File: config.mk
export PLATFORM = sky130hd
export DESIGN_NAME = instr_decode_pipe_flat
export DESIGN_NICKNAME = d
export VERILOG_FILES = /design/src/rtl/instr_decode_pipe_if.sv /design/src/rtl/instr_decode_pipe.sv /design/src/flat_wrapper.sv
export SDC_FILE = /design/constraint.sdc
export NUM_CORES = 1
export LEC_CHECK = 0
export CAP_MARGIN = 20
export CORE_UTILIZATION = 40
export DETAILED_ROUTE_END_ITERATION = 16
export GPL_ROUTABILITY_DRIVEN = 0
export HOLD_SLACK_MARGIN = 0.12
export MAX_ROUTING_LAYER = met4
export PLACE_DENSITY = 0.71
export SKIP_LAST_GASP = 1
export SLEW_MARGIN = 20
export SYNTH_ARGS = -nofsm -noshare
export SYNTH_HDL_FRONTEND = slang
export SYNTH_SLANG_ARGS = --single-unit
File: constraint.sdc
create_clock -name clk -period 1.8 [get_ports clk]
set_clock_uncertainty 0.1 [all_clocks]
set_input_delay 0.36 -clock clk [delete_from_list [all_inputs] [get_ports clk]]
set_output_delay 0.36 -clock clk [all_outputs]
set_load 0.02 [all_outputs]
File: src/rtl/instr_decode_pipe_if.sv
// rtl/instr_decode_pipe_if.sv - instruction in / decoded beat out handshake bundle
interface instr_decode_pipe_if #(
  parameter int ADDR_W = 8
);
  logic              in_valid;
  logic              in_ready;
  logic [31:0]       instr;
  logic              out_valid;
  logic              out_ready;
  logic [3:0]        out_opcode;
  logic [ADDR_W-1:0] out_adrs;
  logic [15:0]       out_data;
  logic              out_last;
  logic              out_err;
  logic              busy;

  // upstream/downstream environment view
  modport master (
    output in_valid, instr, out_ready,
    input  in_ready, out_valid, out_opcode, out_adrs, out_data, out_last, out_err, busy
  );

  // decoder view
  modport slave (
    input  in_valid, instr, out_ready,
    output in_ready, out_valid, out_opcode, out_adrs, out_data, out_last, out_err, busy
  );
endinterface

File: src/rtl/instr_decode_pipe.sv
// rtl/instr_decode_pipe.sv - one-stage instruction decoder with matrix row burst expansion
module instr_decode_pipe #(
  parameter int         MAT_DIM  = 5,
  parameter int         NUM_MAT  = 4,
  parameter int         ADDR_W   = 8,
  parameter logic [3:0] BURST_OP = 4'h5
) (
  input  logic               clk,
  input  logic               rst,
  instr_decode_pipe_if.slave bus
);

  typedef enum logic {IDLE, BURST} state_t;

  localparam logic [ADDR_W-1:0] DIM_A  = ADDR_W'(MAT_DIM);
  localparam logic [ADDR_W-1:0] MAT_SZ = ADDR_W'(MAT_DIM * MAT_DIM);
  localparam logic [2:0]        LAST_BEAT = 3'(MAT_DIM - 1);
  localparam logic [2:0]        PRE_LAST  = 3'(MAT_DIM - 2);

  state_t            state;
  logic [2:0]        beat;
  logic              out_valid_q;
  logic [3:0]        out_opcode_q;
  logic [ADDR_W-1:0] out_adrs_q;
  logic [15:0]       out_data_q;
  logic              out_last_q;
  logic              out_err_q;
  logic              busy_q;

  logic [3:0]        opcode;
  logic [2:0]        col;
  logic [2:0]        row;
  logic [1:0]        id;
  logic [15:0]       data_w;
  logic              legal;
  logic [ADDR_W-1:0] row_base;
  logic [ADDR_W-1:0] elem_adrs;
  logic              in_xfer;
  logic              out_xfer;

  assign opcode = bus.instr[3:0];
  assign col    = bus.instr[6:4];
  assign row    = bus.instr[9:7];
  assign id     = bus.instr[11:10];

  // high opcodes carry the location byte in the upper half of the payload
  assign data_w = opcode[3] ? {bus.instr[11:4], bus.instr[19:12]}
                            : {bus.instr[19:12], bus.instr[27:20]};

  assign legal = ({1'b0, col} < 4'(MAT_DIM)) &&
                 ({1'b0, row} < 4'(MAT_DIM)) &&
                 ({1'b0, id}  < 3'(NUM_MAT));

  // row base is shared by single beats and the first burst beat (col 0)
  assign row_base  = ADDR_W'(id) * MAT_SZ + ADDR_W'(row) * DIM_A;
  assign elem_adrs = row_base + ADDR_W'(col);

  // the output register may be refilled in the same cycle it drains
  assign bus.in_ready = !busy_q && (!out_valid_q || bus.out_ready);
  assign in_xfer      = bus.in_valid && bus.in_ready;
  assign out_xfer     = out_valid_q && bus.out_ready;

  assign bus.out_valid  = out_valid_q;
  assign bus.out_opcode = out_opcode_q;
  assign bus.out_adrs   = out_adrs_q;
  assign bus.out_data   = out_data_q;
  assign bus.out_last   = out_last_q;
  assign bus.out_err    = out_err_q;
  assign bus.busy       = busy_q;

  // decode stage and burst sequencer; outputs only change on accept or transfer
  always_ff @(posedge clk or posedge rst) begin
    if (rst) begin
      state        <= IDLE;
      beat         <= 3'd0;
      out_valid_q  <= 1'b0;
      out_opcode_q <= 4'd0;
      out_adrs_q   <= '0;
      out_data_q   <= 16'd0;
      out_last_q   <= 1'b0;
      out_err_q    <= 1'b0;
      busy_q       <= 1'b0;
    end else begin
      case (state)
        IDLE: begin
          if (in_xfer) begin
            out_valid_q  <= 1'b1;
            out_opcode_q <= opcode;
            out_data_q   <= data_w;
            beat         <= 3'd0;
            if (!legal) begin
              out_adrs_q <= '0;
              out_last_q <= 1'b1;
              out_err_q  <= 1'b1;
            end else if (opcode == BURST_OP) begin
              state      <= BURST;
              busy_q     <= 1'b1;
              out_adrs_q <= row_base;
              out_last_q <= 1'b0;
              out_err_q  <= 1'b0;
            end else begin
              out_adrs_q <= elem_adrs;
              out_last_q <= 1'b1;
              out_err_q  <= 1'b0;
            end
          end else if (out_xfer) begin
            out_valid_q <= 1'b0;
          end
        end
        BURST: begin
          if (out_xfer) begin
            if (beat == LAST_BEAT) begin
              state       <= IDLE;
              busy_q      <= 1'b0;
              out_valid_q <= 1'b0;
              beat        <= 3'd0;
            end else begin
              beat       <= beat + 3'd1;
              out_adrs_q <= out_adrs_q + ADDR_W'(1);
              out_last_q <= (beat == PRE_LAST);
            end
          end
        end
        default: state <= IDLE;
      endcase
    end
  end

endmodule

File: src/flat_wrapper.sv
// flat-port wrapper written by rule: the top's interface ports become plain ports
module instr_decode_pipe_flat 
#(
  parameter int         MAT_DIM  = 5,
  parameter int         NUM_MAT  = 4,
  parameter int         ADDR_W   = 8,
  parameter logic [3:0] BURST_OP = 4'h5
)
  (clk, rst, bus_in_valid, bus_instr, bus_out_ready, bus_in_ready, bus_out_valid, bus_out_opcode, bus_out_adrs, bus_out_data, bus_out_last, bus_out_err, bus_busy);
  instr_decode_pipe_if #(.ADDR_W(ADDR_W)) bus_i ();
  input  logic clk;
  input  logic rst;
  input wire logic [$bits(bus_i.in_valid)-1:0] bus_in_valid;
  input wire logic [$bits(bus_i.instr)-1:0] bus_instr;
  input wire logic [$bits(bus_i.out_ready)-1:0] bus_out_ready;
  output wire logic [$bits(bus_i.in_ready)-1:0] bus_in_ready;
  output wire logic [$bits(bus_i.out_valid)-1:0] bus_out_valid;
  output wire logic [$bits(bus_i.out_opcode)-1:0] bus_out_opcode;
  output wire logic [$bits(bus_i.out_adrs)-1:0] bus_out_adrs;
  output wire logic [$bits(bus_i.out_data)-1:0] bus_out_data;
  output wire logic [$bits(bus_i.out_last)-1:0] bus_out_last;
  output wire logic [$bits(bus_i.out_err)-1:0] bus_out_err;
  output wire logic [$bits(bus_i.busy)-1:0] bus_busy;
  assign bus_i.in_valid = bus_in_valid;
  assign bus_i.instr = bus_instr;
  assign bus_i.out_ready = bus_out_ready;
  assign bus_in_ready = bus_i.in_ready;
  assign bus_out_valid = bus_i.out_valid;
  assign bus_out_opcode = bus_i.out_opcode;
  assign bus_out_adrs = bus_i.out_adrs;
  assign bus_out_data = bus_i.out_data;
  assign bus_out_last = bus_i.out_last;
  assign bus_out_err = bus_i.out_err;
  assign bus_busy = bus_i.busy;
  instr_decode_pipe #(.MAT_DIM(MAT_DIM), .NUM_MAT(NUM_MAT), .ADDR_W(ADDR_W), .BURST_OP(BURST_OP)) u_core (.clk(clk), .rst(rst), .bus(bus_i));
endmodule
* After elaboration in Yosys (flattened, before gate mapping)
Cells that the tools add are included.
** Storage, ports and cells
- Input port bits :: 36
- Output and inout port bits :: 33
- Register bits after elaboration :: 36
** Operators by class
- Add/sub/neg operators :: 4
- Bitwise gates (word level) :: 1
- Muxes and demuxes :: 33
- $lt $le $gt $ge :: 2
- Reduce and logical (&&, ||, !) cells :: 12
- $mul :: 2
- Equal/unequal tests :: 10
** Operators with widths (count)
- 8-bit 2-to-1 mux :: 5
- 1-bit 2-to-1 mux :: 18
- 16-bit 2-to-1 mux :: 1
- 8-bit case mux with 2 select lines :: 1
- 3-bit 2-to-1 mux :: 3
- 7-bit by 6-bit adder with 8-bit output :: 1
- 8-bit by 1-bit adder with 8-bit output, second input constant :: 1
- 8-bit by 3-bit adder with 8-bit output :: 1
- 1-bit case mux with 2 select lines :: 4
- 2-bit by 5-bit multiplier with 7-bit output, second input constant :: 1
- 3-bit less-than comparator, second input constant :: 2
- 3-bit by 3-bit multiplier with 6-bit output, second input constant :: 1
- 2-bit by 1-bit != test with 1-bit output, second input constant :: 3
- 2-bit != test, second input constant :: 3
- 3-bit case mux with 2 select lines :: 1
- 3-bit AND reduction :: 2
- 5-bit AND reduction :: 1
- 4-bit by 3-bit == test with 1-bit output, second input constant :: 1
- 1-bit logical AND :: 4
- 2-bit AND reduction :: 2
- 3-bit by 1-bit adder with 3-bit output, second input constant :: 1
- 3-bit by 2-bit == test with 1-bit output, second input constant :: 1
- 3-bit == test, second input constant :: 1
- 3-bit by 1-bit != test with 1-bit output, second input constant :: 1
- 3 further kinds :: 4

* Depth between registers and ports, before layout
Gate-level depths: netlist of the first run.
- Word-level depth :: 7
- Gate-level depth with buffers :: 10
- Depth with buffers taken out :: 10

* Least setup slack after synthesis of the first run
OpenSTA, ideal clock, no wires.
- Path type :: in2reg
- Start point :: in bus_instr[7]
- End point :: reg u_core.out_adrs_q[7] (netlist: u_core.bus.out_adrs[7])
- Data required time :: 1574 ps
- Buffers on the path :: 0
- Arrival time :: 2333 ps
- Stages on the path :: 9
- Setup time :: 126 ps
- Setup slack :: -759 ps
- Path through :: ha_1 -> ha_1 -> ha_1 -> ha_1 -> a31oi_1 -> xor2_1 -> nor4_2 -> a311oi_1 -> nor2_1
** On the way
- Word-level cells in the longest chain between the ends :: 7
- Elaborated cells on any way between the ends :: 9
- Those cells by class :: add/sub (2); mul (1); order compare (1); mux (4); reduce/logical (1)
** Ends and longest elaborated chain
- start, declared :: RTL line flat_wrapper.sv:14 : input wire logic [$bits(bus_i.instr)-1:0] bus_instr;
- 3-bit by 3-bit multiplier with 6-bit output :: RTL line instr_decode_pipe.sv:55 : assign row_base = ADDR_W'(id) * MAT_SZ + ADDR_W'(row) * DIM_A;
- 7-bit by 6-bit adder with 8-bit output :: RTL line instr_decode_pipe.sv:55
- 8-bit by 3-bit adder with 8-bit output :: RTL line instr_decode_pipe.sv:56 : assign elem_adrs = row_base + ADDR_W'(col);
- 8-bit 2-to-1 mux :: RTL line instr_decode_pipe.sv:95 : end else if (opcode == BURST_OP) begin
- 8-bit 2-to-1 mux * :: RTL line instr_decode_pipe.sv:91 : if (!legal) begin
- 8-bit 2-to-1 mux * :: RTL line instr_decode_pipe.sv:86 : if (in_xfer) begin
- 8-bit case mux with 2 select lines * :: RTL line instr_decode_pipe.sv:84 : case (state)
- end signal, assigned :: RTL line instr_decode_pipe.sv:98 : out_adrs_q <= row_base;
- end signal, assigned :: RTL line instr_decode_pipe.sv:102 : out_adrs_q <= elem_adrs;
- end signal, assigned :: RTL line instr_decode_pipe.sv:119 : out_adrs_q <= out_adrs_q + ADDR_W'(1);
- end, declared :: RTL line instr_decode_pipe.sv:24 : logic [ADDR_W-1:0] out_adrs_q;
Every way passes the cells marked *; elsewhere a longest branch is shown, timed or not. The select of a mux whose other input is x is not followed.
A chain may end at the register's enable or synchronous reset.

* Worst setup path in the final report of the first run
- Start point :: in bus_instr[9]
- End point :: reg u_core.out_adrs_q[5] (netlist: u_core.bus.out_adrs[5])
Same word-level chain as after synthesis.

==> metrics.cfg, run 1 <==
[outcome]
status=finished with violations
violations=negative setup slack

[timing]
rsz0062_at_grt=yes
slew_headroom_pct=78.39
setup_viol=7
setup_tns_ns=-2.648
worst_slew_pin_slew_ns=0.3234
whs_ns=0.2547
min_period_ns=2.371
setup_ws_ns=-0.5713
fin_crit_sh_pct=131.7
drv_slew=0
hold_viol=0
max_freq_ghz=0.4217

[synthesis]
synth_xor_area_share_pct=3.012
synth_mux_area_share_pct=9.306
netlist.area_leader.share_pct=38.73
syn_area_um2=2326
synth_top_family_by_area=compound AO/OA/AOI/OAI gates
seq_area_frac_synth_pct=38.73
async_flop_share_pct=100.0
yosys.cell_types.count=45
synth.area.top_cells=dfrtp_1 39%, ha_1 11%, mux2i_1 6.9%, a21oi_1 5.2%, nor2_1 4.4%
ys_ff_latch=36
synth_compound_area_share_pct=15.87
synth_fa_ha_area_share_pct=12.48
synth_ff_type=dfrtp_1
yosys.area_share.simple_pct=15.87
syn_inst=240
synth_warnings=0
synth.most_common_cell=dfrtp_1
synth_nets=298
synth-edff-count=0
ys_top_cells_by_count=36 x dfrtp_1, 27 x nor2_1, 24 x a21oi_1
yosysTopAreaCell=dfrtp_1
syn_avg_cell_area_um2=9.692

[floorplanning]
die_width_um=78.26
fp-row-count=27
core_region_area_um2=5540
boundaryPins=69
die_height_um=78.26
die_area_um2=6124
start_util_pct=41.98

[drt]
num_vias=2151
wl_per_cell_um=15.01
wirelength_um=6246
viasPerCell=5.171
drc=0
drt_iter0_markers=52
postRouteAntennaNets=0
drt_first_pass_iters=4

[global_routing]
grt_pass1_vias=2244
grt_pass1_wl_um=10670
grt-ovfl-total=0
antenna_found_initial=0
grt_util_all_layers_pct=22.98
grt_max_degree=37

[power]
ir_drop_mv=0.7785
power_density_nw_per_um2=1241
p_leak_nw=1.725
power_mw=4.731

[cells_and_area]
final_area_um2=3811
final_net_count=402
finalNonFillerCells=416
antenna_cells=0
fin_util_pct=68.79
drive_above_1_share_pct=29.65
syn_to_final_growth_pct=63.85

[worst_setup_path]
cp-end-kind=flip-flop
cp.required_ns=1.87
cp.arrival_ns=2.44
startpoint_type=input pin
r2r_slack_ns=0.09
crit_type=in -> reg
crit_path_max_fanout=4

[clock_tree]
cts_buffer_depth=2
clock_latency_ns=0.28
clk_pin_slew_ns=0.07
cts_tree=yes
cts-htree-levels=2
cts_sinks=36
root_buffer=clkbuf_8
cts_made_buffers=5

[worst_hold_path]
hold_class=in -> reg

[placed_design]
place_ws_ns=-1.334
postPlaceCellArea_um2=3517
place_inst=403
place_hpwl_um=4489
portBuffers=64

[flow_run]
maxCapViolCount=0

## per-layer routing
metal,track usage (%),wire length (µm),vias to the layer above
li1,-,-,1057
met1,28.87,2778,1016
met2,38.07,3095,68
met3,4.302,311,10
met4,5.926,61,0
met5,-,0,-
## final cells by class
type	instances	area, µm²
sequential	36	900.9
tap	72	90.09
fill	439	1729
clock inverter	1	5.005
clock buffer	6	72.57
timing repair buffer	107	1035
multi-input combinational	179	1644
inverter	15	63.81
## power breakdown
part,total (mW),internal (mW),switching (mW)
registers,1.44,1.17,0.267
clock network,0.532,0.263,0.269
logic,2.76,1.39,1.37
total,4.73,2.83,1.90
## sequential cells by signal (all words and copies together), names as in the netlist
signal / flops
u_core.bus.out_err: 1
u_core.bus.busy: 1
u_core.bus.out_valid: 1
u_core.state: 1
u_core.bus.out_adrs: 8
u_core.beat: 3
u_core.bus.out_data: 16
u_core.bus.out_last: 1
u_core.bus.out_opcode: 4
## logic make-up after synthesis
group / after synthesis
multiplexers: 21
AND/OR/NAND/NOR: 69
adder cells (fa/ha/maj): 22
XOR/XNOR: 8
buffers and inverters: 25
AO/OA/AOI/OAI: 59
flip-flops: 36
## final timing paths
path | from | to | cells past startpoint
max reg2reg | u_core.beat[1] | u_core.bus.out_adrs[5] | 7
max | bus_instr[9] | u_core.bus.out_adrs[5] | 11
min reg2reg | u_core.bus.out_last | u_core.bus.out_last | 1
max in group asynchronous | rst | u_core.beat[2] | 3
min in group asynchronous | rst | u_core.bus.out_opcode[3] | 3
min | bus_instr[2] | u_core.bus.out_opcode[2] | 2
## timing repair
action                                  4_1_cts  5_1_grt
hold buffers                                  0        0
hold endpoints to repair                      0        0
buffers inserted                              4        2
pin swaps                                    17       14
gates cloned                                  1        0
endpoints found under the setup margin       20       20
gates resized for setup                      52       18
## worst max-delay path, stage by stage
cell      delay [ns]
buf_12          0.09
inv_8           0.03
ha_4            0.25
inv_2           0.03
fa_1            0.57
ha_4            0.24
buf_12          0.14
xor2_4          0.16
nor4_4          0.32
xnor2_2         0.16
o211ai_2        0.08
## cells in the final DEF (no fill, tap or decap), types with 4 or more instances in the layout
cell             count
clkdlybuf4s50_1     43
buf_4               38
dfrtp_1             36
nor2_1              25
a21oi_1             20
mux2i_1             16
nand2_1             16
ha_4                13
inv_1               12
dlygate4sd2_1        8
ha_1                 7
dlymetal6s2s_1       7
o21ai_0              5
o21ai_1              5
clkbuf_8             5
nand3_1              4
xor2_1               4
a21o_1               4
mux2_2               4
buf_12               4
Note: power is estimated with default switching activity, not from simulation.
==> run 2: changes to the inputs <==
--- a/config.mk
+++ b/config.mk
@@ -6,12 +6,13 @@
 export NUM_CORES = 1
 export LEC_CHECK = 0
 export CAP_MARGIN = 20
-export CORE_UTILIZATION = 40
+export CORE_UTILIZATION = 49
+export CTS_BUF_LIST = sky130_fd_sc_hd__clkbuf_8
 export DETAILED_ROUTE_END_ITERATION = 16
 export GPL_ROUTABILITY_DRIVEN = 0
 export HOLD_SLACK_MARGIN = 0.12
 export MAX_ROUTING_LAYER = met4
-export PLACE_DENSITY = 0.71
+export PLACE_DENSITY = 0.84
 export SKIP_LAST_GASP = 1
 export SLEW_MARGIN = 20
 export SYNTH_ARGS = -nofsm -noshare
==> run 2 against run 1 <==
Compared with the run above:
- the run still ends with negative setup slack left
- final cell count decreased by 6.0%
- non-clock buffer count decreased by 6
- sequential share of layout area increased by 0.48 points
- critical path depth increased by 1
- critical path type unchanged
- largest cell class unchanged
- highest routed layer unchanged
==> metrics.cfg, run 2 (synthesized netlist as in run 1, its figures left out) <==
[outcome]
status=finished with violations
violations=negative setup slack

[worst_hold_path]
min_path_cells=2  ; unchanged
holdPathEnd=u_core.bus.out_opcode[0]
hold_start=bus_instr[0]
hold_class=in -> reg

[drt]
num_vias=2258  ; +5.0%
drc=0  ; unchanged
wl_per_cell_um=17.72  ; +18%
drt_first_pass_iters=6  ; +2
drt_iter0_markers=139  ; +170%
postRouteAntennaNets=0  ; unchanged
viasPerCell=5.775  ; +12%
wirelength_um=6930  ; +11%

[global_routing]
grt-ovfl-total=0  ; unchanged
grt_util_all_layers_pct=28.91  ; +5.9 points
grt_pass1_wl_um=10830  ; +1.6%
grt_max_degree=37  ; unchanged
grt_pass1_vias=2253  ; +0.40%
antenna_found_initial=0  ; unchanged

[cells_and_area]
seqCellArea_um2=900.9  ; unchanged
fillCellCount=234  ; -47%
final_net_count=396  ; -1.5%
fin_util_pct=84.07  ; +15 points
multi_input_area_um2=1653  ; +0.53%
drive_above_1_share_pct=29.20  ; -0.45 points
largest_reg_flops=16  ; unchanged
final_common_cell=clkdlybuf4s50_1
syn_to_final_growth_pct=60.62
antenna_cells=0  ; unchanged
finalNonFillerCells=391  ; -6.0%
final_area_um2=3736  ; -2.0%
final_cell_mix=44 x clkdlybuf4s50_1, 36 x dfrtp_1, 32 x buf_4

[power]
ir_drop_mv=0.9288  ; +19%
power_density_nw_per_um2=1285  ; +3.5%
switching_share_pct=41.74  ; +1.5 points
clockPowerShare_pct=13.1  ; +1.8 points
p_sw_mw=2.004  ; +5.2%
internal-power_mw=2.797  ; -1.0%
p_leak_nw=1.694  ; -1.8%
pwr-share-seq_pct=29.8  ; -0.6 points
share_comb_of_total_power_pct=57.1  ; -1.3 points

[worst_setup_path]
crit_path_max_fanout=4  ; unchanged
startpoint_type=input pin
r2r-start=u_core.bus.out_valid
cp.arrival_ns=2.54  ; +0.10 ns
reg2reg_depth=6  ; -1
path_cells=buf_8 -> buf_12 -> inv_8 -> ha_4 -> inv_2 -> fa_1 -> ha_4 -> nor3_4 -> a211oi_2 -> xor2_1 -> xnor2_1 -> o21ai_1
critPathSlowestCell=fa_1
r2r-end=u_core.bus.out_adrs[7]
path_depth=12  ; +1
crit_top_cell=ha_4
cp-end-kind=flip-flop
r2r_slack_ns=-0.10  ; -0.19 ns
slowest_delay_ns=0.51  ; -0.06 ns
crit_type=in -> reg
critPathBufInv=4  ; unchanged
path_delay_family=adder cells
cp.required_ns=1.88  ; about the same

[clock_tree]
root_buffer=clkbuf_8
cts_made_buffers=5  ; unchanged
cts-htree-levels=2  ; unchanged
cts_tree=yes
clock_latency_ns=0.30  ; +0.02 ns
clk_pin_slew_ns=0.08  ; about the same
cts_sinks=36  ; unchanged
cts_buffer_depth=2  ; unchanged

[timing]
fin_crit_sh_pct=136.4  ; +4.6 points
setup_viol=11  ; +4
drv_slew=0  ; unchanged
worst_slew_pin_slew_ns=0.4036  ; +0.08025 ns
slew_headroom_pct=72.81  ; -5.6 points
rsz0062_at_grt=yes
setup_ws_ns=-0.6549  ; -0.08352 ns
setup_tns_ns=-3.288  ; -0.6403 ns
whs_ns=0.2557  ; +0.0009340 ns
hold_viol=0  ; unchanged
max_freq_ghz=0.4074  ; -3.4%
min_period_ns=2.455  ; +0.08352 ns

[floorplanning]
die_width_um=70.90  ; -9.4%
die_area_um2=5026  ; -18%
die_height_um=70.90  ; -9.4%
start_util_pct=52.34  ; +10 points
boundaryPins=69  ; unchanged
fp-row-count=24  ; -11%
core_region_area_um2=4444  ; -20%

[placed_design]
place_hpwl_um=4389  ; -2.2%
portBuffers=64  ; unchanged
place_inst=379  ; -6.0%
postPlaceCellArea_um2=3450  ; -1.9%

[flow_run]
maxCapViolCount=0  ; unchanged

[run 2: worst max path at each step]
stage,slack [ns],end,start
2_1_floorplan,-0.60,u_core.bus.out_adrs[6],bus_instr[9]
3_3_place_gp,-1.28,u_core.bus.out_adrs[7],bus_instr[9]
3_5_place_dp,-1.33,u_core.bus.out_adrs[6],bus_instr[9]
4_1_cts,-0.63,u_core.bus.out_adrs[6],bus_instr[9]
5_1_grt,-0.73,u_core.bus.out_adrs[6],bus_instr[9]
6_report,-0.65,u_core.bus.out_adrs[6],bus_instr[9]
[run 2: per-layer routing]
metal / wire length, µm / vias to the layer above / track usage (%)
li1: - / 1050 / -
met1: 2802 / 1105 / 33.21
met2: 3604 / 89 / 50.11
met3: 344 / 14 / 4.558
met4: 179 / 0 / 12.44
met5: 0 / - / -
[run 2: what timing repair did]
action                     CTS  global route
pin swaps                   23            19
resized for setup           44            24
setup buffers                4             1
hold buffers                 0             0
setup endpoints to repair   28            32
gates cloned                 0             0
[run 2: layout make-up]
type | instances | share of cell area, %
well taps | 52 | 1.741
inverters | 15 | 1.708
multi-input cells | 179 | 44.24
clock buffers | 6 | 2.210
flip-flops and latches | 36 | 24.11
clock inverters | 2 | 0.3014
repair buffers | 101 | 25.69
[run 2: through the flow]
step | worst slack (ns) | power [mW]
2_1_floorplan | -0.6030 | 2.873
4_1_cts | -0.6310 | 4.664
6_report | -0.6549 | 4.802
3_3_place_gp | -1.280 | 3.933
3_5_place_dp | -1.333 | 3.992
5_1_grt | -0.7319 | 5.062
[run 2: power groups by stage]
stage                     registers (mW)  logic (mW)  clock network, mW
final                               1.43        2.74              0.629
after detailed placement            1.43        2.56                  0
after floorplan                     1.82        1.05                  0
after CTS                           1.42        2.62              0.619
after global routing                1.47        2.93              0.658
after global placement              1.43        2.51                  0
